### src/rtl/pe_sum_collector.sv
// Output-side collector for one pe: requantizes 36-bit sums to 16-bit, buffers them, drains over valid/ready.
// Optional round-half-up before the shift is enabled by defining COLLECT_ROUND_EN (default: truncate).
module pe_sum_collector #(
    parameter int unsigned SUM_W      = 36,
    parameter int unsigned OUT_W      = 16,
    parameter int unsigned FRAC_SHIFT = 8,
    parameter int unsigned DEPTH      = 4,
    parameter int unsigned FRAME_LEN  = 4
) (
    input  logic                       clk,
    input  logic                       rst,
    input  logic                       en,
    input  logic [SUM_W-1:0]           sum,
    input  logic                       calc_done,
    output logic [OUT_W-1:0]           res_data,
    output logic                       res_sat,
    output logic                       res_valid,
    input  logic                       res_ready,
    output logic [$clog2(DEPTH):0]     count,
    output logic                       ovf,
    input  logic                       clr_ovf,
    output logic                       frame_done
);

    localparam int unsigned CNT_W  = $clog2(DEPTH) + 1;
    localparam int unsigned PTR_W  = $clog2(DEPTH);
    localparam int unsigned FCNT_W = $clog2(FRAME_LEN + 1);

    localparam logic signed [SUM_W:0] Q_MAX = {{(SUM_W + 2 - OUT_W){1'b0}}, {(OUT_W - 1){1'b1}}};
    localparam logic signed [SUM_W:0] Q_MIN = {{(SUM_W + 2 - OUT_W){1'b1}}, {(OUT_W - 1){1'b0}}};
`ifdef COLLECT_ROUND_EN
    localparam logic signed [SUM_W:0] RND = {{SUM_W{1'b0}}, 1'b1} << (FRAC_SHIFT - 1);
`endif

    typedef struct packed {
        logic             sat;
        logic [OUT_W-1:0] data;
    } entry_t;

    typedef enum logic [1:0] {IDLE, DRAIN, LAST} state_t;

    logic signed [SUM_W:0] s_ext;
    logic signed [SUM_W:0] s_adj;
    logic signed [SUM_W:0] q;
    entry_t                new_ent;

    entry_t                mem [DEPTH];
    logic [PTR_W-1:0]      wr_ptr;
    logic [PTR_W-1:0]      rd_ptr;
    logic [PTR_W-1:0]      rd_nxt;
    logic [CNT_W-1:0]      count_nxt;
    logic                  push;
    logic                  pop;
    logic                  wr_ok;

    state_t                state;
    state_t                state_nxt;
    logic [FCNT_W-1:0]     fcnt;
    logic [FCNT_W-1:0]     fcnt_nxt;
    logic                  fdone_nxt;

    // Requantize: widen by one bit so the optional round term can never wrap, then shift and clamp.
    always_comb begin
        s_ext = {sum[SUM_W-1], sum};
`ifdef COLLECT_ROUND_EN
        s_adj = s_ext + RND;
`else
        s_adj = s_ext;
`endif
        q            = s_adj >>> FRAC_SHIFT;
        new_ent.sat  = 1'b0;
        new_ent.data = q[OUT_W-1:0];
        if (q > Q_MAX) begin
            new_ent.sat  = 1'b1;
            new_ent.data = {1'b0, {(OUT_W - 1){1'b1}}};
        end else if (q < Q_MIN) begin
            new_ent.sat  = 1'b1;
            new_ent.data = {1'b1, {(OUT_W - 1){1'b0}}};
        end
    end

    assign push      = calc_done & en;
    assign pop       = res_valid & res_ready;
    assign wr_ok     = push & ((count < CNT_W'(DEPTH)) | pop);
    assign rd_nxt    = rd_ptr + PTR_W'(1);
    assign count_nxt = count + CNT_W'(wr_ok) - CNT_W'(pop);

    // Storage array carries no reset; the head register below is what the outputs see.
    always_ff @(posedge clk) begin
        if (wr_ok) begin
            mem[wr_ptr] <= new_ent;
        end
    end

    always_ff @(posedge clk or posedge rst) begin
        if (rst) begin
            wr_ptr    <= '0;
            rd_ptr    <= '0;
            count     <= '0;
            res_valid <= 1'b0;
            res_data  <= '0;
            res_sat   <= 1'b0;
            ovf       <= 1'b0;
        end else begin
            if (wr_ok) begin
                wr_ptr <= wr_ptr + PTR_W'(1);
            end
            if (pop) begin
                rd_ptr <= rd_nxt;
            end
            count     <= count_nxt;
            res_valid <= (count_nxt != '0);
            // Show-ahead head: next stored entry if one remains, else the incoming one; otherwise hold.
            if (pop && count >= CNT_W'(2)) begin
                res_data <= mem[rd_nxt].data;
                res_sat  <= mem[rd_nxt].sat;
            end else if (wr_ok && (pop || count == '0)) begin
                res_data <= new_ent.data;
                res_sat  <= new_ent.sat;
            end
            if (push && !wr_ok) begin
                ovf <= 1'b1;
            end else if (clr_ovf) begin
                ovf <= 1'b0;
            end
        end
    end

    // Frame tracking: state register.
    always_ff @(posedge clk or posedge rst) begin
        if (rst) begin
            state      <= IDLE;
            fcnt       <= '0;
            frame_done <= 1'b0;
        end else begin
            state      <= state_nxt;
            fcnt       <= fcnt_nxt;
            frame_done <= fdone_nxt;
        end
    end

    // Frame tracking: next state; LAST is the cycle frame_done is asserted.
    always_comb begin
        state_nxt = state;
        fcnt_nxt  = fcnt;
        fdone_nxt = 1'b0;
        if (state == LAST) begin
            state_nxt = IDLE;
        end
        if (pop) begin
            if (fcnt == FCNT_W'(FRAME_LEN - 1)) begin
                state_nxt = LAST;
                fcnt_nxt  = '0;
                fdone_nxt = 1'b1;
            end else begin
                state_nxt = DRAIN;
                fcnt_nxt  = fcnt + FCNT_W'(1);
            end
        end
    end

endmodule

### config.mk
export PLATFORM = sky130hd
export DESIGN_NAME = pe_sum_collector
export DESIGN_NICKNAME = d
export VERILOG_FILES = /design/src/rtl/pe_sum_collector.sv
export SDC_FILE = /design/constraint.sdc
export NUM_CORES = 1
export LEC_CHECK = 0
export CORE_MARGIN = 2
export CORE_UTILIZATION = 55
export CTS_BUF_LIST = sky130_fd_sc_hd__clkbuf_2
export CTS_CLUSTER_DIAMETER = 80
export DETAILED_ROUTE_END_ITERATION = 12
export GPL_ROUTABILITY_DRIVEN = 0
export PLACE_DENSITY = 0.83
export SLEW_MARGIN = 25
export SYNTH_ARGS = -nofsm -noshare
export SYNTH_HDL_FRONTEND = slang
export SYNTH_SLANG_ARGS = --single-unit
### constraint.sdc
create_clock -name clk -period 2.7 [get_ports clk]
set_input_delay 0.81 -clock clk [delete_from_list [all_inputs] [get_ports clk]]
set_output_delay 0.81 -clock clk [all_outputs]
set_load 0.1 [all_outputs]
==> results of run 1 <==
layer usage:
| layer | vias to the layer above | GRT usage |
|---|---|---|
| met5 | - | 0 |
| met1 | 1243 | 0.279 |
| met2 | 93 | 0.368 |
| met3 | 8 | 0.0394 |
| met4 | 0 | 0.0808 |
| li1 | 1141 | - |
cell usage after synthesis (3+ instances only):
| library cell | instances | area, um^2 |
|---|---|---|
| edfxtp_1 | 68 | 2040 |
| nand2_1 | 37 | 139 |
| dfrtp_1 | 30 | 751 |
| inv_1 | 27 | 101 |
| mux4_2 | 17 | 383 |
| a21oi_1 | 16 | 80.1 |
| o221ai_1 | 15 | 131 |
| ha_1 | 8 | 100 |
| buf_2 | 5 | 25.0 |
| and2_1 | 4 | 25.0 |
| o21ai_0 | 4 | 20.0 |
| xnor2_1 | 4 | 35.0 |
| buf_4 | 3 | 22.5 |
| clkbuf_1 | 3 | 11.3 |
| nand4_1 | 3 | 18.8 |
| nor4_1 | 3 | 18.8 |
metrics by stage:
step	area [um^2]	utilization	setup slack (ns)
2_1_floorplan	4090	-	0.0393
3_3_place_gp	4850	0.672	-0.277
3_5_place_dp	4850	0.672	-0.356
4_1_cts	4940	0.685	0.262
5_1_grt	4940	0.685	0.188
6_report	4940	0.685	0.232
path summary, 6_finish.rpt:
path	slack, ns	endpoint	startpoint	cells after the start
worst max-delay path	0.23	res_valid	res_ready	10
worst min-delay path	0.49	frame_done	fcnt[2]	1
worst max register to register	0.49	res_valid	res_valid	9
worst min register to register	0.49	frame_done	fcnt[2]	1
max in group asynchronous	1.73	res_valid	rst	3
min in group asynchronous	0.63	res_data[9]	rst	3
state kept, by name, summed over array words and instances, names as in the netlist:
signal and flops:
count 3, res_valid 1, fcnt 3, res_sat 1, mem 68, frame_done 1
wr_ptr 2, rd_ptr 2, res_data 16, ovf 1
final cells by class:
cell class / instances / area [um^2] / area share
tap: 99 / 124 / 0.0251
inverter: 27 / 101 / 0.0205
timing repair buffer: 76 / 703 / 0.142
multi-input combinational: 128 / 1130 / 0.228
clock inverter: 7 / 46.3 / 0.00937
sequential: 98 / 2790 / 0.565
clock buffer: 9 / 45.0 / 0.00911
cell families (layout without fill, tap and decap cells):
logic type,Yosys count,count (layout),share of synthesized area
compound gates,42,42,0.0780
xor+xnor,4,4,0.00857
fa+ha+maj,9,9,0.0294
buf+inv,39,119,0.0419
flops,98,98,0.683
mux,19,19,0.0988
simple gates,54,54,0.0603
power groups by stage:
stage | sequential, mW | combinational (mW) | clock, mW
3_3_place_gp | 2.14 | 2.62 | 0
5_1_grt | 2.16 | 2.82 | 0.654
3_5_place_dp | 2.16 | 2.68 | 0
2_1_floorplan | 3.23 | 0.949 | 0
6_report | 2.12 | 2.66 | 0.587
4_1_cts | 2.12 | 2.69 | 0.607
==> results by group, run 1 <==
Outcome
  • Outcome: finished clean

Clock network
  • Clk sink count: 98
  • Clock transition at the registers of the reported paths: 0.24 ns
  • Root Buffer: clkbuf_2
  • H-tree levels: 3
  • CTS max path bufs: 2
  • TritonCTS clock tree: yes
  • CTS Hold Buffers Added: 0
  • CTS resizes: 0
  • Clk_lat worst skew: 0.53 ns
  • CTS Buf Count: 9
  • Post-CTS setup buffer count: 0

GRT
  • GRT overflow: 0
  • Vias in the first global route: 2625
  • First-pass GRT wire length: 13300 um
  • Largest net degree at the start of global routing: 31
  • GRT Util Overall: 0.216
  • Initial antenna violation count: 0

Power and ir drop
  • Sw frac: 0.465
  • Peak VDD IR: 0.000747 V
  • Pwr per Cell Area: 1090 nW/um^2
  • Pint: 2.87 mW
  • P_sw: 2.50 mW
  • Clock share of power: 0.109
  • Sequential share of power: 0.395
  • Tot Pwr: 5.37 mW
  • Logic pwr share: 0.496
  • P_leak: 1.87 nW

Critical path
  • Slowest cell on crit path: clkdlybuf4s50_1
  • Worst Setup Start Kind: input port
  • Crit. End Element: flop
  • Crit path kind: input port to flop
  • Worst Path Buf+Inv: 3
  • Largest stage delay on the critical path: 0.49 ns
  • Critical Path AT: 2.89 ns
  • Delay-heaviest family, CP: adder cells
  • Worst EP required: 3.13 ns
  • Crit-path cells: clkdlybuf4s50_1 -> nand2_2 -> a21oi_2 -> inv_1 -> ha_1 -> inv_1 -> ha_1 -> fa_1 -> xnor2_1 -> or3_1
  • Crit path max fanout: 2

STA
  • Setup_tns: 0 ns
  • Fin crit period: 2.47 ns
  • Hold_ws: 0.489 ns
  • Setup violations, final: 0
  • Unrepaired setup endpoints after global routing: no
  • Normalized max-slew margin: 0.632
  • Clock skew: 0.0266 ns
  • Worst Tran Pin Value: 0.552 ns
  • Final Cycle Share: 0.914
  • Slew Viols, Final: 0
  • Final Hold Vio Count: 0
  • Max frequency: 405 MHz

Synth
  • Mapped Cells: 265
  • Top_reg_cell synth: edfxtp_1
  • Yosys reg bits: 98
  • Synth warnings: 0
  • Post-synthesis cell area: 4090 um^2
  • Post-Syn Area per Cell: 15.4 um^2
  • Net Count, Synth: 316
  • Seq/Total Area, Yosys: 0.683
  • FFs w/ async S/R, synth: 0.306
  • Post-synth EDFFs: 68
  • Post-synth cell types: 34

Detailed routing
  • Wire per inst: 18.5 um
  • DR vias: 2485
  • Highest routed layer: met4
  • DRT Pass-1 Iters: 5
  • Met2 WL post-DR: 4330 um
  • Vias per std cell: 5.60
  • Detail Route met3 WL: 641 um
  • Met1 WL: 3160 um
  • Antenna Nets Post-Route: 0
  • Post-Route WL: 8230 um
  • Remaining DRCs: 0
  • Starting DRT DRC Count: 257

Die
  • Die width: 90.2 um
  • Row cnt: 31
  • I/O pin cnt: 65
  • DIE AREA: 8140 um^2
  • Initial core utilization: 0.567
  • Core area: 7210 um^2
  • Die Height: 90.2 um

Layout
  • Area Growth Syn to Fin: 20.9%
  • Fin nets: 391
  • FILL cells: 513
  • Non-Filler Instances: 444
  • Commonest non-fill, non-tap cells in the layout: edfxtp_1, buf_4, nand2_1
  • Share of cells above drive strength 1: 0.238
  • Most common cell after layout, fill and taps aside: edfxtp_1
  • # diodes: 0

Placement
  • Port Buf Inserts: 56
  • Post-DP HPWL: 5500 um
  • Inst Count DP: 428

Min path
  • Worst Hold Class: flop to flop

Run
  • Maxcap violations: 0
(Power assumes the default switching activity.)
==> run 2, diff against run 1 <==
- CELL_PAD_IN_SITES_DETAIL_PLACEMENT: default -> 1
- CELL_PAD_IN_SITES_GLOBAL_PLACEMENT: default -> 1
- CORE_UTILIZATION: 55 -> 46
==> run 2 against run 1 <==
Critical path depth stayed put. Fmax up 0.72%. Cell count up 1.6%. Combinational power rose by 3%. Hold slack better by 0.018 ns. Critical path type unchanged.
==> results by group, run 2 (synthesized netlist as in run 1, its figures left out) <==
Detailed routing
  • DRT Pass-1 Iters: 4
  • Remaining DRCs: 0
  • Vias per std cell: 5.69
  • Antenna Nets Post-Route: 0
  • Wire per inst: 22.0 um
  • DR vias: 2564
  • Post-Route WL: 9910 um
  • Starting DRT DRC Count: 121

Layout
  • FILL cells: 879
  • Area Growth Syn to Fin: 21.8%
  • Fin nets: 389
  • Largest regs: mem (68), res_data (16)
  • Biggest register: mem
  • Commonest non-fill, non-tap cells in the layout: edfxtp_1, nand2_1, buf_4
  • Share of cells above drive strength 1: 0.233
  • Layout Utilization: 0.574
  • # diodes: 0
  • Most common cell after layout, fill and taps aside: edfxtp_1
  • Non-Filler Instances: 451
  • Final Cell Area: 4980 um^2
  • Largest register FFs: 68

Die
  • Row cnt: 34
  • Die width: 98.3 um
  • Die Height: 98.3 um
  • DIE AREA: 9660 um^2
  • Core area: 8680 um^2
  • Initial core utilization: 0.471
  • I/O pin cnt: 65

Clock network
  • Clock transition at the registers of the reported paths: 0.23 ns
  • CTS Buf Count: 9
  • Clk_lat worst skew: 0.56 ns
  • CTS max path bufs: 2
  • CTS Hold Buffers Added: 0
  • H-tree levels: 3
  • Root Buffer: clkbuf_2
  • TritonCTS clock tree: yes
  • CTS resizes: 0
  • Clk sink count: 98
  • Post-CTS setup buffer count: 0

STA
  • Setup violations, final: 0
  • Slew Viols, Final: 0
  • Clock skew: 0.0356 ns
  • Final Cycle Share: 0.907
  • Final Hold Vio Count: 0
  • Normalized max-slew margin: 0.711
  • Fin crit period: 2.45 ns
  • Unrepaired setup endpoints after global routing: no
  • Max frequency: 408 MHz
  • Worst Tran Pin Value: 0.433 ns
  • Hold_ws: 0.507 ns
  • Setup ws final: 0.250 ns

Outcome
  • Outcome: finished clean

GRT
  • GRT Util Overall: 0.220
  • First-pass GRT wire length: 15800 um
  • GR peak layer: met2
  • Met3 Usage GRT: 0.0458
  • Vias in the first global route: 2819
  • GRT overflow: 0
  • Largest net degree at the start of global routing: 31
  • Met1 Track Usage GR: 0.272
  • Initial antenna violation count: 0
  • Met2 usage: 0.377

Min path
  • Worst Hold Class: flop to flop

Critical path
  • Worst path depth: 10
  • Crit-path cells: clkdlybuf4s50_1 -> nand2_2 -> a21oi_2 -> inv_1 -> ha_1 -> inv_1 -> ha_1 -> fa_1 -> xnor2_1 -> or3_1
  • Worst Setup EP: res_valid
  • Crit path max fanout: 2
  • Worst Path Buf+Inv: 3
  • Critical R2R Launch: res_valid
  • Worst Setup Start Kind: input port
  • Slowest cell on crit path: clkdlybuf4s50_1
  • Worst setup path startpoint: res_ready
  • Delay-heaviest family, CP: adder cells
  • Crit. End Element: flop
  • FF-to-FF path depth: 9
  • Worst EP required: 3.16 ns
  • Largest stage delay on the critical path: 0.51 ns
  • Reg2reg setup slack: 0.51 ns
  • RR Endpoint: res_valid
  • Critical Path AT: 2.91 ns
  • Crit path kind: input port to flop

Placement
  • Post-Place Worst Slack: -0.378 ns
  • Post-DP HPWL: 6690 um
  • Inst Count DP: 435
  • Cell area after placement: 4870 um^2
  • Port Buf Inserts: 56

Run
  • Maxcap violations: 0

Power and ir drop
  • P_leak: 1.87 nW
  • Peak VDD IR: 0.000688 V
  • Pwr per Cell Area: 1110 nW/um^2
==> run 2: cell types whose count changed in the layout (fill, tap and decap cells not counted), sizes merged <==
cell,previous run,this run
clkbuf,9,10
clkinvlp,1,2
clkinv,6,3
bufinv,0,1
buf,43,41
==> run 2: worst min path at each step <==
stage / start / cells after the start / endpoint / slack [ns]
after detailed placement: fcnt[2] / 1 / frame_done / 0.48
after floorplan: fcnt[2] / 1 / frame_done / 0.42
final: fcnt[2] / 1 / frame_done / 0.51
after global placement: fcnt[2] / 1 / frame_done / 0.46
after CTS: fcnt[2] / 1 / frame_done / 0.52
after global routing: fcnt[2] / 1 / frame_done / 0.55
==> run 2: cell type report <==
class / instances / area, um^2 / share of cell area
clock inverter: 6 / 57.6 / 0.0116
inverter: 27 / 101 / 0.0204
clock buffer: 10 / 50.0 / 0.0101
timing repair buffer: 74 / 713 / 0.143
sequential: 98 / 2790 / 0.561
multi-input combinational: 128 / 1130 / 0.227
tap: 108 / 135 / 0.0271
==> run 2: routing by layer <==
layer	vias up	part of all wire
met2	76	0.54
met3	17	0.056
met5	-	0
li1	1131	-
met1	1340	0.39
met4	0	0.019
==> run 2: power breakdown <==
part / internal, mW / switching, mW / leakage, nW / total, mW
registers: 1.92 / 0.202 / 0.973 / 2.12
logic: 0.845 / 1.88 / 0.836 / 2.73
clock network: 0.209 / 0.481 / 0.0630 / 0.690
==> run 2: per-stage QoR <==
step                      setup TNS, ns  total power [mW]
final                                 0              5.54
after floorplan                       0              4.17
after global placement           -0.282              4.81
after detailed placement         -0.423              4.91
after CTS                             0              5.59
after global routing                  0              5.80
==> run 2: worst reg2reg max path, cell delays in order, from the launching register on <==
cell	delay (ns)
dfrtp_2	0.48
nand2_2	0.09
buf_4	0.15
inv_1	0.06
ha_1	0.27
inv_1	0.04
ha_1	0.18
fa_1	0.37
xnor2_1	0.15
or3_1	0.32
==> run 3, diff against run 2 <==
- RECOVER_POWER: default -> 50
==> run 3 against run 2 <==
Global-route usage stayed put. Die area stayed put. Sequential share of layout area is 0.84 points higher. Combinational power is 1% lower. Critical endpoint unchanged. Largest power group unchanged.
==> results by group, run 3 (synthesized netlist as in run 1, its figures left out) <==
Clock network
  • Root Buffer: clkbuf_2
  • Post-CTS setup buffer count: 0
  • CTS Buf Count: 9
  • CTS resizes: 0
  • Clk_lat worst skew: 0.55 ns
  • H-tree levels: 3
  • Clk sink count: 98
  • CTS Hold Buffers Added: 0
  • Clock transition at the registers of the reported paths: 0.23 ns
  • TritonCTS clock tree: yes
  • CTS max path bufs: 2

Layout
  • Multi-input gate area: 1120 um^2
  • Seq. cell area: 2790 um^2
  • Commonest non-fill, non-tap cells in the layout: edfxtp_1, nand2_1, buf_4
  • Area Growth Syn to Fin: 20.0%
  • Largest regs: mem (68), res_data (16)
  • FILL cells: 888
  • Share of cells above drive strength 1: 0.224
  • Largest register FFs: 68
  • Fin nets: 389
  • Biggest register: mem
  • # diodes: 0
  • Most common cell after layout, fill and taps aside: edfxtp_1
  • Non-Filler Instances: 451
  • Layout Utilization: 0.565

Detailed routing
  • DR vias: 2573
  • Wire per inst: 21.9 um
  • Antenna Nets Post-Route: 0
  • Remaining DRCs: 0
  • Starting DRT DRC Count: 100
  • DRT Pass-1 Iters: 4
  • Post-Route WL: 9870 um
  • Vias per std cell: 5.71

STA
  • Normalized max-slew margin: 0.439
  • Setup violations, final: 0
  • Clock skew: 0.0323 ns
  • Hold_ws: 0.511 ns
  • Setup ws final: 0.199 ns
  • Final Hold Vio Count: 0
  • Worst Tran Pin Value: 0.842 ns
  • Unrepaired setup endpoints after global routing: no
  • Fin crit period: 2.50 ns
  • Slew Viols, Final: 0
  • Final Cycle Share: 0.926
  • Max frequency: 400 MHz

Min path
  • Worst Hold Class: flop to flop
  • Hold depth: 1
  • Hold_sp: fcnt[2]
  • Hold EP: frame_done

Power and ir drop
  • P_leak: 1.85 nW
  • Peak VDD IR: 0.000681 V
  • Tot Pwr: 5.50 mW
  • Pwr per Cell Area: 1120 nW/um^2

Die
  • Die Height: 98.3 um
  • I/O pin cnt: 65
  • DIE AREA: 9660 um^2
  • Row cnt: 34
  • Die width: 98.3 um
  • Core area: 8680 um^2
  • Initial core utilization: 0.471

Critical path
  • Crit. End Element: flop
  • Crit path max fanout: 2
  • Slowest cell on crit path: clkdlybuf4s50_1
  • Critical R2R Launch: count[2]
  • Worst EP required: 3.14 ns
  • FF-to-FF path depth: 8
  • Crit-path cells: clkdlybuf4s50_1 -> nand2_2 -> a21oi_1 -> inv_1 -> ha_1 -> inv_1 -> ha_1 -> fa_1 -> xnor2_1 -> or3_1
  • Critical Path AT: 2.95 ns
  • Crit path kind: input port to flop
  • RR Endpoint: res_valid
  • Largest stage delay on the critical path: 0.51 ns
  • Worst Setup Start Kind: input port
  • Reg2reg setup slack: 0.52 ns

GRT
  • First-pass GRT wire length: 15800 um
  • Initial antenna violation count: 0
  • Largest net degree at the start of global routing: 31
  • Vias in the first global route: 2819
  • GRT Util Overall: 0.220
  • GRT overflow: 0

Placement
  • Post-DP HPWL: 6690 um
  • Post-Place Worst Slack: -0.378 ns
  • Port Buf Inserts: 56
  • Inst Count DP: 435

Run
  • Maxcap violations: 0

Outcome
  • Outcome: finished clean
[run 3: cell count changes in the layout (fill, tap and decap cells not counted)]
cell,before,now
a21oi_2,1,0
and2_0,0,4
clkdlybuf4s50_1,33,31
buf_12,6,2
a21oi_1,15,16
and2_1,4,0
clkbuf_2,10,15
dlygate4sd3_1,0,2
clkbuf_1,0,2
buf_4,35,32
[run 3: worst max path at each step]
stage | from | to | slack [ns]
final | res_ready | res_valid | 0.20
after global routing | res_ready | res_valid | 0.15
after global placement | res_ready | res_valid | -0.28
after CTS | res_ready | res_valid | 0.24
after floorplan | res_ready | res_valid | 0.04
after detailed placement | res_ready | res_valid | -0.38
[run 3: area by class of cell]
| cell class | instances | share of cell area |
|---|---|---|
| flip-flops and latches | 98 | 0.569 |
| multi-input cells | 128 | 0.229 |
| repair buffers | 74 | 0.131 |
| well taps | 108 | 0.0275 |
| inverters | 27 | 0.0207 |
| clock inverters | 6 | 0.0117 |
| clock buffers | 10 | 0.0102 |
[run 3: layer usage]
metal,global-route usage,up-vias,part of all wire
met5,0,-,0
met4,0.0917,0,0.020
met3,0.0458,17,0.052
met2,0.377,78,0.53
met1,0.272,1345,0.39
li1,-,1133,-
[run 3: where the power goes]
group / total, mW / leakage (nW) / switching, mW / internal, mW
clock network: 0.687 / 0.0630 / 0.478 / 0.209
logic: 2.69 / 0.810 / 1.88 / 0.816
registers: 2.12 / 0.973 / 0.200 / 1.92
total: 5.50 / 1.85 / 2.56 / 2.95
[run 3: stage by stage]
| stage | cell area, um^2 | setup TNS [ns] |
|---|---|---|
| floorplan | 4090 | 0 |
| global placement | 4870 | -0.282 |
| detailed placement | 4870 | -0.423 |
| CTS | 4980 | 0 |
| global route | 4910 | 0 |
| finish | 4910 | 0 |
[run 3: worst max-delay path, delay by kind of cell]
family	cells	cell delay, ns
buffers and inverters	3	0.61
AND/OR/NAND/NOR	2	0.38
adder cells (fa/ha/maj)	3	0.82
AO/OA/AOI/OAI	1	0.18
XOR/XNOR	1	0.15
